<file path="src/rtl/rgb_pkg.sv">
// Shared definitions for the three-channel RGB PWM block: channel indices,
// FSM state encoding and default parameter values.
package rgb_pkg;

   // Channel index within the packed {red, green, blue} colour word
   localparam int CH_R   = 2;
   localparam int CH_G   = 1;
   localparam int CH_B   = 0;
   localparam int NUM_CH = 3;

   // Defaults give roughly 1 kHz PWM at 48 MHz with 8-bit duty
   localparam int DEF_WIDTH   = 8;
   localparam int DEF_CLK_DIV = 188;

   // Update FSM: IDLE accepts a colour, WAIT holds it until the next period
   // boundary, FADE keeps stepping once per period until every channel lands
   typedef enum logic [1:0] {
      ST_IDLE = 2'd0,
      ST_WAIT = 2'd1,
      ST_FADE = 2'd2
   } state_t;

endpackage

</file>
<file path="src/rtl/pwm_channel.sv">
// One PWM channel: holds the live duty, moves it toward the target when the
// top level allows, and produces the registered compare output.
module pwm_channel
   import rgb_pkg::*;
#(
   parameter int WIDTH = DEF_WIDTH
) (
   input  logic             i_clk,
   input  logic             i_rst_n,
   input  logic [WIDTH-1:0] cnt,
   input  logic [WIDTH-1:0] target,
   input  logic             step_en,
   input  logic             jump_en,
   output logic             at_target,
   output logic             pwm
);

   logic [WIDTH-1:0] cur_duty;
   logic [WIDTH-1:0] step_val;

   // One LSB toward the target, or no change when already there
   assign step_val = (cur_duty < target) ? cur_duty + WIDTH'(1) :
                     (cur_duty > target) ? cur_duty - WIDTH'(1) :
                                           cur_duty;

   // True when this channel will sit on its target once the pending step lands
   assign at_target = (step_val == target);

   // Duty update on period boundaries and registered compare output
   // NOTE: non-blocking (<=) for every register so all of them sample pre-edge values.
   always_ff @(posedge i_clk or negedge i_rst_n) begin
      if (!i_rst_n) begin
         cur_duty <= '0;
         pwm      <= 1'b0;
      end else begin
         if (jump_en) begin
            cur_duty <= target;
         end else if (step_en) begin
            cur_duty <= step_val;
         end
         pwm <= (cnt < cur_duty);
      end
   end

endmodule

</file>
<file path="src/rtl/rgb_pwm.sv">
// Three-channel PWM generator for the Fomu RGB driver. A new colour is taken
// through a valid/ready handshake and applied only at PWM period boundaries,
// either in one jump or as a one-LSB-per-period fade.
module rgb_pwm
   import rgb_pkg::*;
#(
   parameter int CLK_DIV = DEF_CLK_DIV,
   parameter int WIDTH   = DEF_WIDTH,
   parameter bit FADE    = 1'b1
) (
   input  logic                      i_clk,
   input  logic                      i_rst_n,
   input  logic                      i_valid,
   output logic                      o_ready,
   input  logic [NUM_CH*WIDTH-1:0]   i_rgb,
   output logic                      o_red,
   output logic                      o_green,
   output logic                      o_blue,
   output logic                      o_busy,
   output logic                      o_period
);

   localparam int PRE_W = (CLK_DIV > 1) ? $clog2(CLK_DIV) : 1;

   logic [PRE_W-1:0]        pre_cnt;
   logic                    tick;
   logic [WIDTH-1:0]        cnt;
   logic                    pstart;
   logic                    pstart_q;
   logic [NUM_CH*WIDTH-1:0] target;
   logic                    transfer;
   logic                    step_en;
   logic                    jump_en;
   logic [NUM_CH-1:0]       at_target;
   logic [NUM_CH-1:0]       pwm;
   state_t                  state;
   state_t                  state_nxt;

   assign tick     = (pre_cnt == PRE_W'(CLK_DIV - 1));
   assign pstart   = tick && (cnt == '1);
   assign transfer = i_valid && o_ready;

   // Prescaler and PWM counter; the counter wrap marks a period boundary
   always_ff @(posedge i_clk or negedge i_rst_n) begin
      if (!i_rst_n) begin
         pre_cnt <= '0;
         cnt     <= '0;
      end else if (tick) begin
         pre_cnt <= '0;
         cnt     <= cnt + WIDTH'(1);
      end else begin
         pre_cnt <= pre_cnt + PRE_W'(1);
      end
   end

   // Period pulse delayed two cycles to line up with the registered PWM outputs
   always_ff @(posedge i_clk or negedge i_rst_n) begin
      if (!i_rst_n) begin
         pstart_q <= 1'b0;
         o_period <= 1'b0;
      end else begin
         pstart_q <= pstart;
         o_period <= pstart_q;
      end
   end

   // Latch the offered colour on a handshake transfer
   // NOTE: target is reset as well, so a colour accepted before a reset can never resurface.
   always_ff @(posedge i_clk or negedge i_rst_n) begin
      if (!i_rst_n) begin
         target <= '0;
      end else if (transfer) begin
         target <= i_rgb;
      end
   end

   // FSM state register
   always_ff @(posedge i_clk or negedge i_rst_n) begin
      if (!i_rst_n) begin
         state <= ST_IDLE;
      end else begin
         state <= state_nxt;
      end
   end

   // FSM next state: leave IDLE on a transfer, return once every channel has landed
   // NOTE: default assignment first so no path leaves state_nxt unassigned (no latch).
   always_comb begin
      state_nxt = state;
      unique case (state)
         ST_IDLE: begin
            if (transfer) state_nxt = ST_WAIT;
         end
         ST_WAIT, ST_FADE: begin
            if (pstart) state_nxt = (!FADE || (&at_target)) ? ST_IDLE : ST_FADE;
         end
         default: state_nxt = ST_IDLE;
      endcase
   end

   // FSM outputs: handshake/busy decoded from state, duty updates only on boundaries
   always_comb begin
      o_ready = (state == ST_IDLE);
      o_busy  = (state != ST_IDLE);
      step_en = 1'b0;
      jump_en = 1'b0;
      if ((state != ST_IDLE) && pstart) begin
         if (FADE) step_en = 1'b1;
         else      jump_en = 1'b1;
      end
   end

   for (genvar ch = 0; ch < NUM_CH; ch++) begin : g_ch
      pwm_channel #(
         .WIDTH (WIDTH)
      ) u_channel (
         .i_clk     (i_clk),
         .i_rst_n   (i_rst_n),
         .cnt       (cnt),
         .target    (target[ch*WIDTH +: WIDTH]),
         .step_en   (step_en),
         .jump_en   (jump_en),
         .at_target (at_target[ch]),
         .pwm       (pwm[ch])
      );
   end

   assign o_red   = pwm[CH_R];
   assign o_green = pwm[CH_G];
   assign o_blue  = pwm[CH_B];

endmodule

</file>
<file path="config.mk">
export PLATFORM = sky130hd
export DESIGN_NAME = rgb_pwm
export DESIGN_NICKNAME = d
export VERILOG_FILES = /design/src/rtl/rgb_pkg.sv /design/src/rtl/pwm_channel.sv /design/src/rtl/rgb_pwm.sv
export SDC_FILE = /design/constraint.sdc
export NUM_CORES = 1
export LEC_CHECK = 0
export ABC_AREA = 1
export CELL_PAD_IN_SITES_DETAIL_PLACEMENT = 1
export CELL_PAD_IN_SITES_GLOBAL_PLACEMENT = 2
export CORE_UTILIZATION = 35
export DETAILED_ROUTE_END_ITERATION = 10
export PLACE_DENSITY = 0.78
export SETUP_SLACK_MARGIN = 0.15
export SLEW_MARGIN = 40
export SYNTH_ARGS = -nofsm -noshare
export SYNTH_HDL_FRONTEND = slang
export SYNTH_SLANG_ARGS = --single-unit
</file>
<file path="constraint.sdc">
create_clock -name i_clk -period 2.7 [get_ports i_clk]
set_input_delay 0.27 -clock i_clk [delete_from_list [all_inputs] [get_ports i_clk]]
set_output_delay 0.27 -clock i_clk [all_outputs]
set_load 0.01 [all_outputs]
</file>
**After elaboration in Yosys (flattened, before gate mapping)**

Cells that the tools add are included.

- Reduce and logical (&&, ||, !) cells: 8
- Muxes and demuxes: 12
- Equality and inequality tests: 9
- Add/subtract/negate cells: 8
- $lt $le $gt $ge: 9

Operators by type and width:

| operator | number |
|---|---|
| 2-to-1 mux 8 bit | 7 |
| < comparator 8 bit | 6 |
| adder 8 x 1 -> 8 bit, second input constant | 5 |
| == test 8 bit | 3 |
| greater-than comparator 8 bit | 3 |
| subtractor 8 x 1 -> 8 bit, second input constant | 3 |
| == test 8 bit, second input constant | 2 |
| 2-to-1 mux 2 bit | 3 |
| one-hot mux 2 bit (2 select lines) | 1 |
| logical AND 1 bit | 3 |
| AND reduction 3 bit | 1 |
| == test 2 x 1 -> 1 bit, second input constant | 1 |
| == test 2 bit, second input constant | 1 |
| logical NOT 2 bit | 1 |
| != test 2 x 1 -> 1 bit, second input constant | 1 |
| != test 2 bit, second input constant | 1 |
| AND reduction 2 bit | 1 |
| nonzero test 2 bit | 1 |
| OR reduction 2 bit | 1 |
| 2-to-1 mux 1 bit | 1 |

- Input bits: 27
- Register bits after elaboration: 71
- Output and inout port bits: 6
- Logic and storage cells: 58

**Logic depth before layout (Yosys ltp)**

Gate-level depths: netlist (run 1).

- Word-level depth: 8
- Depth in mapped cells: 22
- Gate-level depth less buffers: 21

**By module**

A second synthesis (run 1) with hierarchy kept.

- Cells, all modules: 739
- Area, all modules: 5616.6 um^2

Modules (own cells, without submodules):

| module | times used | sequential area each (um^2) | cells each | area an instance (um^2) |
|---|---|---|---|---|
| pwm_channel | 3 | 225.2 | 190 | 1223.7 |
| rgb_pwm | 1 | 1101.1 | 169 | 1945.6 |

**Worst setup path before layout (run 1)**

OpenSTA, ideal clock, no wires.

- Path kind: reg2reg
- Start point: reg g_ch[2].u_channel.cur_duty[3]
- End point: reg state[1]
- Stages on the path, launching flop included: 21
- Buffers on the path: 1
- Setup time: 116 ps
- Clock period less this slack: 2084 ps
- Arrival: 1968 ps
- Data required time: 2584 ps
- Path slack: 616 ps
- Cells stage by stage: dfrtp_1 -> ha_1 -> nand2_1 -> inv_1 -> nand2_1 -> nand2_1 -> nand2_1 -> nand2_2 -> buf_6 -> nand2_1 -> nand2_1 -> nand2_1 -> nand2_1 -> nand2_1 -> nand2_1 -> nor2_1 -> nand2_1 -> nor2_1 -> nand3_1 -> nand2_1 -> nand2_1

- Word-level cells in the longest chain between the ends: 8
- Elaborated cells on any way between the ends: 11
- Those cells by class: 2 x add/sub; 2 x order compare; 1 x eq/ne; 5 x mux; 1 x reduce/logical

Ends and longest elaborated chain:

| element | line | RTL |
|---|---|---|
| from (decl) | pwm_channel.sv:18 | `logic [WIDTH-1:0] cur_duty;` |
| from (signal assigned) | pwm_channel.sv:37 | `cur_duty <= target;` |
| from (signal assigned) | pwm_channel.sv:39 | `cur_duty <= step_val;` |
| subtractor 8 x 1 -> 8 bit / greater-than comparator 8 bit (equally long branches) | pwm_channel.sv:23 | `(cur_duty > target) ? cur_duty - WIDTH'(1) :` |
| 2-to-1 mux 8 bit | pwm_channel.sv:23 |  |
| 2-to-1 mux 8 bit * | pwm_channel.sv:22 | `assign step_val = (cur_duty < target) ? cur_duty + WIDTH'(1) :` |
| == test 8 bit * | pwm_channel.sv:27 | `assign at_target = (step_val == target);` |
| AND reduction 3 bit * | rgb_pwm.sv:95 | `if (pstart) state_nxt = (!FADE \|\| (&at_target)) ? ST_IDLE : ST_FADE;` |
| 2-to-1 mux 2 bit * (2 in series) | rgb_pwm.sv:95 |  |
| one-hot mux 2 bit (2 select lines) * | rgb_pwm.sv:90 | `unique case (state)` |
| to (signal assigned) | rgb_pwm.sv:82 | `state <= state_nxt;` |
| to (decl) | rgb_pwm.sv:36 | `state_t state;` |

Mark *: on every way between the ends. The rest lies on a longest branch, timed or not. The select of a mux whose other input is x is not followed.
A chain may end at the register's enable or synchronous reset.

**Worst setup path after layout (run 1)**

Ends and elaborated chain as after synthesis.

==> out/qor.csv, run 1 <==
metric,value,unit
powerDensity,597,nW/um^2
status,finished clean,
ys_ff_latch,71,
fin_nets,855,
htree_levels,3,
required,2.94,ns
drc,0,
overflow,0,
cts_buffer_depth,2,
fp.dieW,124,um
peakVddDrop,0.308,mV
place_congestion,0.831,
period_minus_slack,2.36,ns
cts_tree,built,
combPwrFrac,0.314,
grt_pass1_vias,5191,
fin_hold_ws,0.355,ns
p_seq_frac,0.359,
fmax,424,MHz
relSlewSlack,0.532,
grt_max_degree,72,
synth_area,5230,sq um
hold_violations,0,
vias,4941,
final-max-slew-violation-count,0,
cpMostUsedCell,nand2_1,
pin_count,33,
cp-start-kind,flop,
cts.sinks,71,
critPathKind,flop to flop,
ys_types,33,
synth_area_per_cell,7.36,sq um
num_rows,44,
dieArea,15400,sq um
ys.flop_type,dfrtp_1,
worstHoldStart,pstart_q,
diodes,0,
hold_end,o_period,
r2r_start,g_ch[2].u_channel.cur_duty[3],
fp.dieH,124,um
clock_power_share,0.328,
grtUsageTotal,0.213,
p_int,2.46,mW
setup_viol,0,
power.total,3.85,mW
clkTransAtPathRegs,0.06,ns
wl,15.7,mm
initial_utilization,0.360,
p_leak,3.38,nW
ys_warn_count,0,
finalSetupTns,0,ns
cpPeakStageDelay,0.44,ns
crit_chain,ha_1 > nand2_1 > inv_1 > nand2_1 > nand2_2 > nand2_4 > nand2_4 > buf_6 > nand3_1 > nand2_1 > nand2_1 > nand2_1 > nor2_1 > nor2_2 > nand3_1 > nor2_1 > nand3_1 > nand2_1 > nand2_1,
drive_gt1_frac,0.174,
dpl.hpwl,11.8,mm
hold_path.class,flop to flop,
rsz0062_at_grt,no,
cp_max_fo,7,
drtIter0Drc,170,
wl_per_cell,16.3,um
cp_data_arrival_time,2.60,ns
instances_no_fill,962,
r2r_cells,19,
whs_path_depth,0,
via_per_inst,5.14,
antenna_found_initial,0,
first_pass_iters,4,
dp_cells,928,
cts-root-buf,clkbuf_16,
grt_pass1_wl,26.1,mm
endpoint_kind,flop,
synth_nets,792,
worstSkewPairLatency,0.35,ns
drtAntennaViolNets,0,
cts_made_buffers,9,
p_sw_frac,0.363,
period_share,0.873,
fillCellCount,1835,
synthCells,710,
core_area,14500,sq um
reg2reg_to,state[1],
worst_slew_pin_slew,0.702,ns
yosys-top-cells-area,"dfrtp_1 34%, nand2_1 14%, ha_1 13%",
synth_edf_count,0,
port_buffers,32,
critical_path.slowest_cell,dfrtp_2,
async_reset_ff_frac,1.00,
synth_top_area_cell,dfrtp_1,
switchingPower,1.40,mW
yosysTopAreaCellShare,0.340,
maxCapViolCount,0,
dp_slack,0.0609,ns
post-route-worst-setup-slack,0.342,ns
r2r_slack,0.34,ns
syn_to_final_growth,23.4,%
synth-seq-area-share,0.340,
clock_skew,0.00905,ns
-- state kept, by name, summed over array words and instances, names as in the netlist --
| signal | count |
|---|---|
| g_ch.u_channel.cur_duty | 24 |
| target | 24 |
| cnt | 8 |
| pre_cnt | 8 |
| g_ch.u_channel.pwm | 3 |
| state | 2 |
| o_period | 1 |
| pstart_q | 1 |
-- worst max-delay path, delay by kind of cell, from the launching register on --
family        cells  cell delay (ns)
flops             1             0.44
buf+inv           2             0.19
simple gates     16             1.30
fa+ha+maj         1             0.32
-- what timing repair did --
action / CTS / global route
hold buffers: 1 / 0
buffers inserted: 0 / 16
hold endpoints to repair: 61 / 0
cloned: 0 / 1
resized for setup: 6 / 61
endpoints found under the setup margin: 1 / 1
pin swaps: 0 / 9
-- Yosys cell counts (5+ instances only) --
library cell	instances
nand2_1	194
inv_1	84
nand3_1	82
dfrtp_1	71
nor2_1	63
ha_1	55
a21oi_1	40
o21ai_0	20
nand4_1	12
nor3_1	10
mux2_2	9
nand3b_1	8
clkbuf_1	7
nand2_2	7
xor2_1	6
inv_2	5
-- worst max-delay path by stage --
stage | startpoint | endpoint | cells past startpoint
finish | g_ch[2].u_channel.cur_duty[3] | state[1] | 19
global route | g_ch[1].u_channel.cur_duty[6] | state[1] | 16
CTS | g_ch[2].u_channel.cur_duty[6] | state[1] | 18
detailed placement | g_ch[1].u_channel.cur_duty[3] | state[1] | 19
global placement | g_ch[2].u_channel.cur_duty[3] | state[1] | 17
floorplan | g_ch[2].u_channel.cur_duty[3] | state[1] | 20
-- metrics by stage --
stage	utilization	cell area [sq um]
final	0.444	6450
after global placement	0.400	5810
after detailed placement	0.400	5810
after CTS	0.423	6150
after floorplan	-	5230
after global routing	0.444	6450
-- layout make-up --
cell class | instances | area, sq um | area share
repair buffers | 61 | 546 | 0.0845
inverters | 89 | 334 | 0.0518
clock inverters | 6 | 68.8 | 0.0107
clock buffers | 10 | 239 | 0.0370
flip-flops and latches | 71 | 1790 | 0.277
multi-input cells | 541 | 3250 | 0.503
well taps | 184 | 230 | 0.0357
-- power groups by stage --
| stage | registers (mW) | clock network, mW | logic [mW] |
|---|---|---|---|
| floorplan | 1.35 | 0 | 0.730 |
| global placement | 1.39 | 0 | 1.08 |
| detailed placement | 1.40 | 0 | 1.12 |
| CTS | 1.38 | 1.30 | 1.13 |
| global route | 1.41 | 1.34 | 1.39 |
| finish | 1.38 | 1.26 | 1.21 |
-- kinds of logic after synthesis --
| logic type | after synthesis | synth area share |
|---|---|---|
| buffers and inverters | 99 | 0.0754 |
| AO/OA/AOI/OAI | 74 | 0.0759 |
| AND/OR/NAND/NOR | 388 | 0.330 |
| flip-flops | 71 | 0.340 |
| multiplexers | 13 | 0.0309 |
| adder cells (fa/ha/maj) | 55 | 0.132 |
| XOR/XNOR | 10 | 0.0168 |
-- layout by cell type, fill, tap and decap left out, types with 4 or more instances in the layout --
| cell | synthesis | layout |
|---|---|---|
| nand3b_1 | 8 | 8 |
| clkbuf_16 | 0 | 9 |
| nand3_2 | 2 | 6 |
| inv_2 | 5 | 14 |
| xnor2_1 | 4 | 4 |
| mux2_4 | 4 | 4 |
| nand2_4 | 1 | 7 |
| nand2_2 | 7 | 16 |
| ha_1 | 55 | 53 |
| nand2_1 | 194 | 179 |
| dfrtp_2 | 0 | 10 |
| mux2_2 | 9 | 9 |
| dfrtp_1 | 71 | 61 |
| o21ai_0 | 20 | 20 |
| nor2_4 | 3 | 6 |
| nor3_1 | 10 | 10 |
| a21oi_1 | 40 | 36 |
| nand4_1 | 12 | 12 |
| xor2_1 | 6 | 6 |
| nand3_1 | 82 | 78 |
| nor2_1 | 63 | 54 |
| inv_1 | 84 | 75 |
| nor2_2 | 1 | 7 |
| a21oi_2 | 0 | 4 |
| clkdlybuf4s50_1 | 0 | 31 |
| buf_4 | 0 | 27 |
-- routing by layer --
layer  track usage  part of all wire
met2         0.365              0.49
met5             0                 0
met3        0.0379             0.026
met4        0.0716             0.022
met1         0.269              0.46
No activity file was read; power rests on OpenSTA's default activity.
==> run 2, diff against run 1 <==
--- a/config.mk
+++ b/config.mk
@@ -8,9 +8,10 @@
 export ABC_AREA = 1
 export CELL_PAD_IN_SITES_DETAIL_PLACEMENT = 1
 export CELL_PAD_IN_SITES_GLOBAL_PLACEMENT = 2
-export CORE_UTILIZATION = 35
+export CORE_UTILIZATION = 38
 export DETAILED_ROUTE_END_ITERATION = 10
-export PLACE_DENSITY = 0.78
+export DONT_BUFFER_PORTS = 1
+export PLACE_DENSITY = 0.79
 export SETUP_SLACK_MARGIN = 0.15
 export SLEW_MARGIN = 40
 export SYNTH_ARGS = -nofsm -noshare
==> constraint.sdc (replaced) <==
create_clock -name i_clk -period 2.6 [get_ports i_clk]
set_input_delay 0.26 -clock i_clk [delete_from_list [all_inputs] [get_ports i_clk]]
set_output_delay 0.26 -clock i_clk [all_outputs]
set_load 0.01 [all_outputs]
==> run 2 against run 1 <==
Against the previous run:
- sequential share of layout area hardly changed
- register-to-register slack lost 0.09 ns
- power up 1.7%
- clock power is 9.5% lower
- sequential power rose by 5%
- wire length increased by 0.90%
- worst hold slack got worse by 0.29 ns
- setup slack lost 0.090 ns
- via count decreased by 0.57%
- critical endpoint unchanged
- sequential cell count did not move
- cell area decreased by 0.47%
- largest power group unchanged
- clock skew is 0.0030 ns lower
==> out/qor.csv, run 2 (synthesis gave the netlist of run 1 again) <==
metric,value,unit
status,finished clean,
worst_slew_pin_slew,0.567,ns
drc,0,
wl_per_cell,16.8,um
reg.largest.list,"g_ch.u_channel.cur_duty (24), target (24)",
dieArea,14200,sq um
dpl-instance-area,5550,sq um
cts_made_buffers,9,
multi_input_area,3390,sq um
powerDensity,610,nW/um^2
peakVddDrop,0.303,mV
fillCellCount,1660,
drive_gt1_frac,0.237,
antenna_found_initial,0,
setup_viol,0,
final-max-slew-violation-count,0,
dpl.hpwl,11.5,mm
crit_chain,ha_4 > a21oi_2 > nor2_2 > nor2_4 > nand2_4 > nand2_4 > nand2_1 > nand2_1 > nand2_1 > nand2_1 > nand2_2 > nor2_1 > nand3_1 > nor2_1 > nand3_1 > nand2_1 > nand2_1,
maxCapViolCount,0,
cpMostUsedCell,nand2_1,
first_pass_iters,4,
hold_violations,0,
fin_nets,846,
globalRouteMet3Util,0.0421,
cts.sinks,71,
critPathKind,flop to flop,
endpoint_kind,flop,
clock_skew,0.00610,ns
busiest_layer,met2,
grtUsageTotal,0.230,
regArea,1780,sq um
port_buffers,0,
cp-start-kind,flop,
fp.dieH,119,um
cpPeakStageDelay,0.45,ns
hold_path.class,input port to flop,
critical-path-top-delay-family,simple AND/OR/NAND/NOR gates,
htree_levels,3,
cts-root-buf,clkbuf_16,
p_leak,3.39,nW
met2_usage,0.396,
final_common_cell,nand2_1,
period_minus_slack,2.35,ns
finalSetupTns,0,ns
cts_buffer_depth,2,
wl,15.8,mm
cp_data_arrival_time,2.59,ns
place_congestion,0.853,
final_cell_mix,"174 x nand2_1, 71 x nand3_1, 66 x inv_1, 66 x dfrtp_1, 50 x nor2_1",
grt_pass1_vias,5120,
via_per_inst,5.20,
diodes,0,
clkTransAtPathRegs,0.06,ns
dp_cells,897,
cp_num_buf_inv,0,
initial_utilization,0.392,
overflow,0,
period_share,0.903,
fmax,426,MHz
cts_tree,built,
vias,4913,
worstSkewPairLatency,0.35,ns
fp.dieW,119,um
critical_path.slowest_cell,dfrtp_2,
grt_max_degree,72,
instances_no_fill,944,
drtAntennaViolNets,0,
drtIter0Drc,240,
grt_pass1_wl,25.4,mm
pin_count,33,
grtUsageMet1,0.293,
required,2.84,ns
design_area,6420,sq um
num_rows,42,
cp_max_fo,6,
rsz0062_at_grt,yes,
core_area,13300,sq um
syn_to_final_growth,22.9,%
relSlewSlack,0.621,
-- run 2: changes by cell type in the layout (fill, tap and decap cells not counted), sizes merged --
cell / change
buf: +22
bufinv: -1
clkdlybuf4s50: -31
clkinv: +2
clkinvlp: -1
inv: -1
-- run 2: metal layers --
metal / share of wire / vias up / routed length (um)
met3: 0.024 / 21 / 372
met1: 0.46 / 2394 / 7300
met2: 0.50 / 57 / 7870
met5: 0 / - / 0
li1: - / 2441 / -
met4: 0.018 / 0 / 280
-- run 2: per-stage QoR --
stage	utilization	worst slack, ns	hold slack [ns]	total power [mW]
floorplan	-	0.516	-0.0356	2.16
finish	0.481	0.252	0.0618	3.92
global route	0.481	0.0548	0.0479	4.19
detailed placement	0.416	-0.0102	-0.0341	2.50
CTS	0.440	0.163	0.0507	3.71
global placement	0.416	0.0602	-0.0336	2.47
-- run 2: worst reg2reg max path, delay by kind of cell, from the launching register on --
| kind | cells | cell delay [ns] |
|---|---|---|
| and+or+nand+nor | 15 | 1.42 |
| DFF | 1 | 0.45 |
| adders and majority gates | 1 | 0.26 |
| AOI/OAI and AO/OA | 1 | 0.12 |
-- run 2: final timing paths --
| path | to | cells after the start | slack, ns | startpoint |
|---|---|---|---|---|
| min in group asynchronous | target[15] | 2 | 0.50 | i_rst_n |
| max | state[1] | 17 | 0.25 | g_ch[1].u_channel.cur_duty[5] |
| max in group asynchronous | g_ch[2].u_channel.cur_duty[6] | 2 | 1.77 | i_rst_n |
| max reg2reg | state[1] | 17 | 0.25 | g_ch[1].u_channel.cur_duty[5] |
| min | target[16] | 1 | 0.06 | i_rgb[16] |
| min reg2reg | o_period | 0 | 0.36 | pstart_q |
-- run 2: what timing repair did --
item	in CTS	in global routing
hold buffers	2	0
hold endpoints to repair	71	0
setup buffers	0	29
setup endpoints to repair	1	1
pin swaps	0	26
gates cloned	0	1
resized for setup	8	96
-- run 2: cell type report --
| class | count | area share |
|---|---|---|
| clock buffers | 10 | 0.0357 |
| clock inverters | 5 | 0.00565 |
| flip-flops and latches | 71 | 0.278 |
| inverters | 89 | 0.0524 |
| multi-input cells | 541 | 0.528 |
| repair buffers | 52 | 0.0666 |
| well taps | 176 | 0.0343 |
-- run 2: where the power goes --
| part | switching [mW] | internal, mW | leakage, nW |
|---|---|---|---|
| Combinational | 0.822 | 0.501 | 2.37 |
| Sequential | 0.147 | 1.30 | 0.893 |
| Clock | 0.503 | 0.642 | 0.132 |
==> run 3, diff against run 2 <==
--- a/config.mk
+++ b/config.mk
@@ -8,10 +8,10 @@
 export ABC_AREA = 1
 export CELL_PAD_IN_SITES_DETAIL_PLACEMENT = 1
 export CELL_PAD_IN_SITES_GLOBAL_PLACEMENT = 2
-export CORE_UTILIZATION = 38
+export CORE_UTILIZATION = 35
+export CTS_CLUSTER_SIZE = 10
 export DETAILED_ROUTE_END_ITERATION = 10
-export DONT_BUFFER_PORTS = 1
-export PLACE_DENSITY = 0.79
+export PLACE_DENSITY = 0.78
 export SETUP_SLACK_MARGIN = 0.15
 export SLEW_MARGIN = 40
 export SYNTH_ARGS = -nofsm -noshare
==> run 3 against run 2 <==
Against the previous run:
- clock skew increased by 0.0014 ns
- sequential power about the same
- power increased by 4.9%
- critical path type unchanged
- largest power group unchanged
==> out/qor.csv, run 3 (synthesis gave the netlist of run 1 again) <==
metric,value,unit
status,finished clean,
grtUsageMet1,0.273,
rsz0062_at_grt,no,
peakVddDrop,0.365,mV
critical_path.slowest_cell,dfrtp_1,
dp_slack,0.0123,ns
busiest_layer,met2,
clock_skew,0.00745,ns
pin_count,33,
globalRouteMet3Util,0.0418,
grt_max_degree,72,
drtAntennaViolNets,0,
via_per_inst,5.14,
fp.dieW,124,um
drtIter0Drc,166,
cpPeakStageDelay,0.37,ns
num_rows,44,
critPathKind,flop to flop,
fin_nets,873,
period_minus_slack,2.31,ns
initial_utilization,0.360,
relSlewSlack,0.522,
grt_pass1_vias,5178,
antenna_found_initial,0,
cts_tree,built,
cts_buffer_depth,2,
cp_data_arrival_time,2.54,ns
final_common_cell,nand2_1,
dpl-instance-area,5890,sq um
diodes,0,
hold_path.class,flop to flop,
worst_slew_pin_slew,0.717,ns
place_congestion,0.867,
hold_violations,0,
final_cell_mix,"176 x nand2_1, 75 x nand3_1, 71 x inv_1",
post-route-worst-setup-slack,0.293,ns
drive_gt1_frac,0.213,
setup_viol,0,
clkTransAtPathRegs,0.06,ns
first_pass_iters,4,
wl,16.2,mm
grtUsageTotal,0.214,
overflow,0,
period_share,0.887,
drc,0,
vias,5034,
crit_chain,inv_2 > ha_1 > nand2_2 > inv_1 > nand2_1 > nand2_1 > nand2_4 > nand2_8 > inv_2 > nand3_1 > nand3_1 > nand2_1 > nand2_1 > nand3_2 > nor2_1 > nand3_1 > nand2_1 > nand2_1,
fmax,433,MHz
endpoint_kind,flop,
fp.dieH,124,um
syn_to_final_growth,28.7,%
p_leak,3.45,nW
met2_usage,0.365,
worstSkewPairLatency,0.34,ns
cts_made_buffers,9,
cpMostUsedCell,nand2_1,
maxCapViolCount,0,
reg.largest.list,"g_ch.u_channel.cur_duty (24), target (24)",
required,2.83,ns
grt_pass1_wl,26.1,mm
cts-root-buf,clkbuf_16,
powerDensity,610,nW/um^2
final-max-slew-violation-count,0,
htree_levels,3,
dpl.hpwl,11.9,mm
port_buffers,32,
finish.utilization,0.463,
cts.sinks,71,
wl_per_cell,16.6,um
core_area,14500,sq um
finalSetupTns,0,ns
design_area,6730,sq um
power.total,4.11,mW
dieArea,15400,sq um
cp-start-kind,flop,
cp_max_fo,6,
[run 3: final cells by class]
cell class,instances,area (sq um)
Sequential cell,71,1780
Tap cell,184,230
Fill cell,1760,7800
Clock buffer,9,225
Clock inverter,6,62.6
Inverter,89,337
Multi-Input combinational cell,543,3410
Timing Repair Buffer,77,678
[run 3: final timing paths]
| check | from | slack, ns | endpoint | depth (start not counted) |
|---|---|---|---|---|
| worst max register to register | target[18] | 0.29 | state[1] | 18 |
| worst min-delay path | pstart_q | 0.36 | o_period | 0 |
| worst min register to register | pstart_q | 0.36 | o_period | 0 |
| min in group asynchronous | i_rst_n | 0.52 | pre_cnt[4] | 2 |
| max in group asynchronous | i_rst_n | 1.54 | g_ch[2].u_channel.cur_duty[1] | 2 |
| worst max-delay path | target[18] | 0.29 | state[1] | 18 |
[run 3: through the flow]
step,instances,hold WS [ns]
2_1_floorplan,710,-0.0356
3_3_place_gp,939,0.334
3_5_place_dp,939,0.345
4_1_cts,957,0.364
5_1_grt,979,0.371
6_report,979,0.359
[run 3: metal layers]
layer,vias up,wire length (um)
met3,13,409
li1,2495,-
met4,0,246
met5,-,0
met1,2475,7440
met2,51,8140
[run 3: what timing repair did]
action / CTS / global route
gates resized for setup: 9 / 76
endpoints found under the hold margin: 71 / 0
endpoints found under the setup margin: 1 / 1
cloned: 0 / 3
hold buffers: 1 / 0
buffers inserted: 2 / 19
pin swaps: 1 / 18
[run 3: worst max-delay path, delay by kind of cell, from the launching register on]
kind                       cells  cell delay (ns)
and+or+nand+nor               14             1.32
DFF                            1             0.37
adders and majority gates      1             0.29
buffers and inverters          3             0.19
[run 3: where the power goes]
group / switching [mW] / internal (mW) / leakage (nW)
Sequential: 0.137 / 1.30 / 0.893
Combinational: 0.848 / 0.581 / 2.43
Clock: 0.506 / 0.734 / 0.133
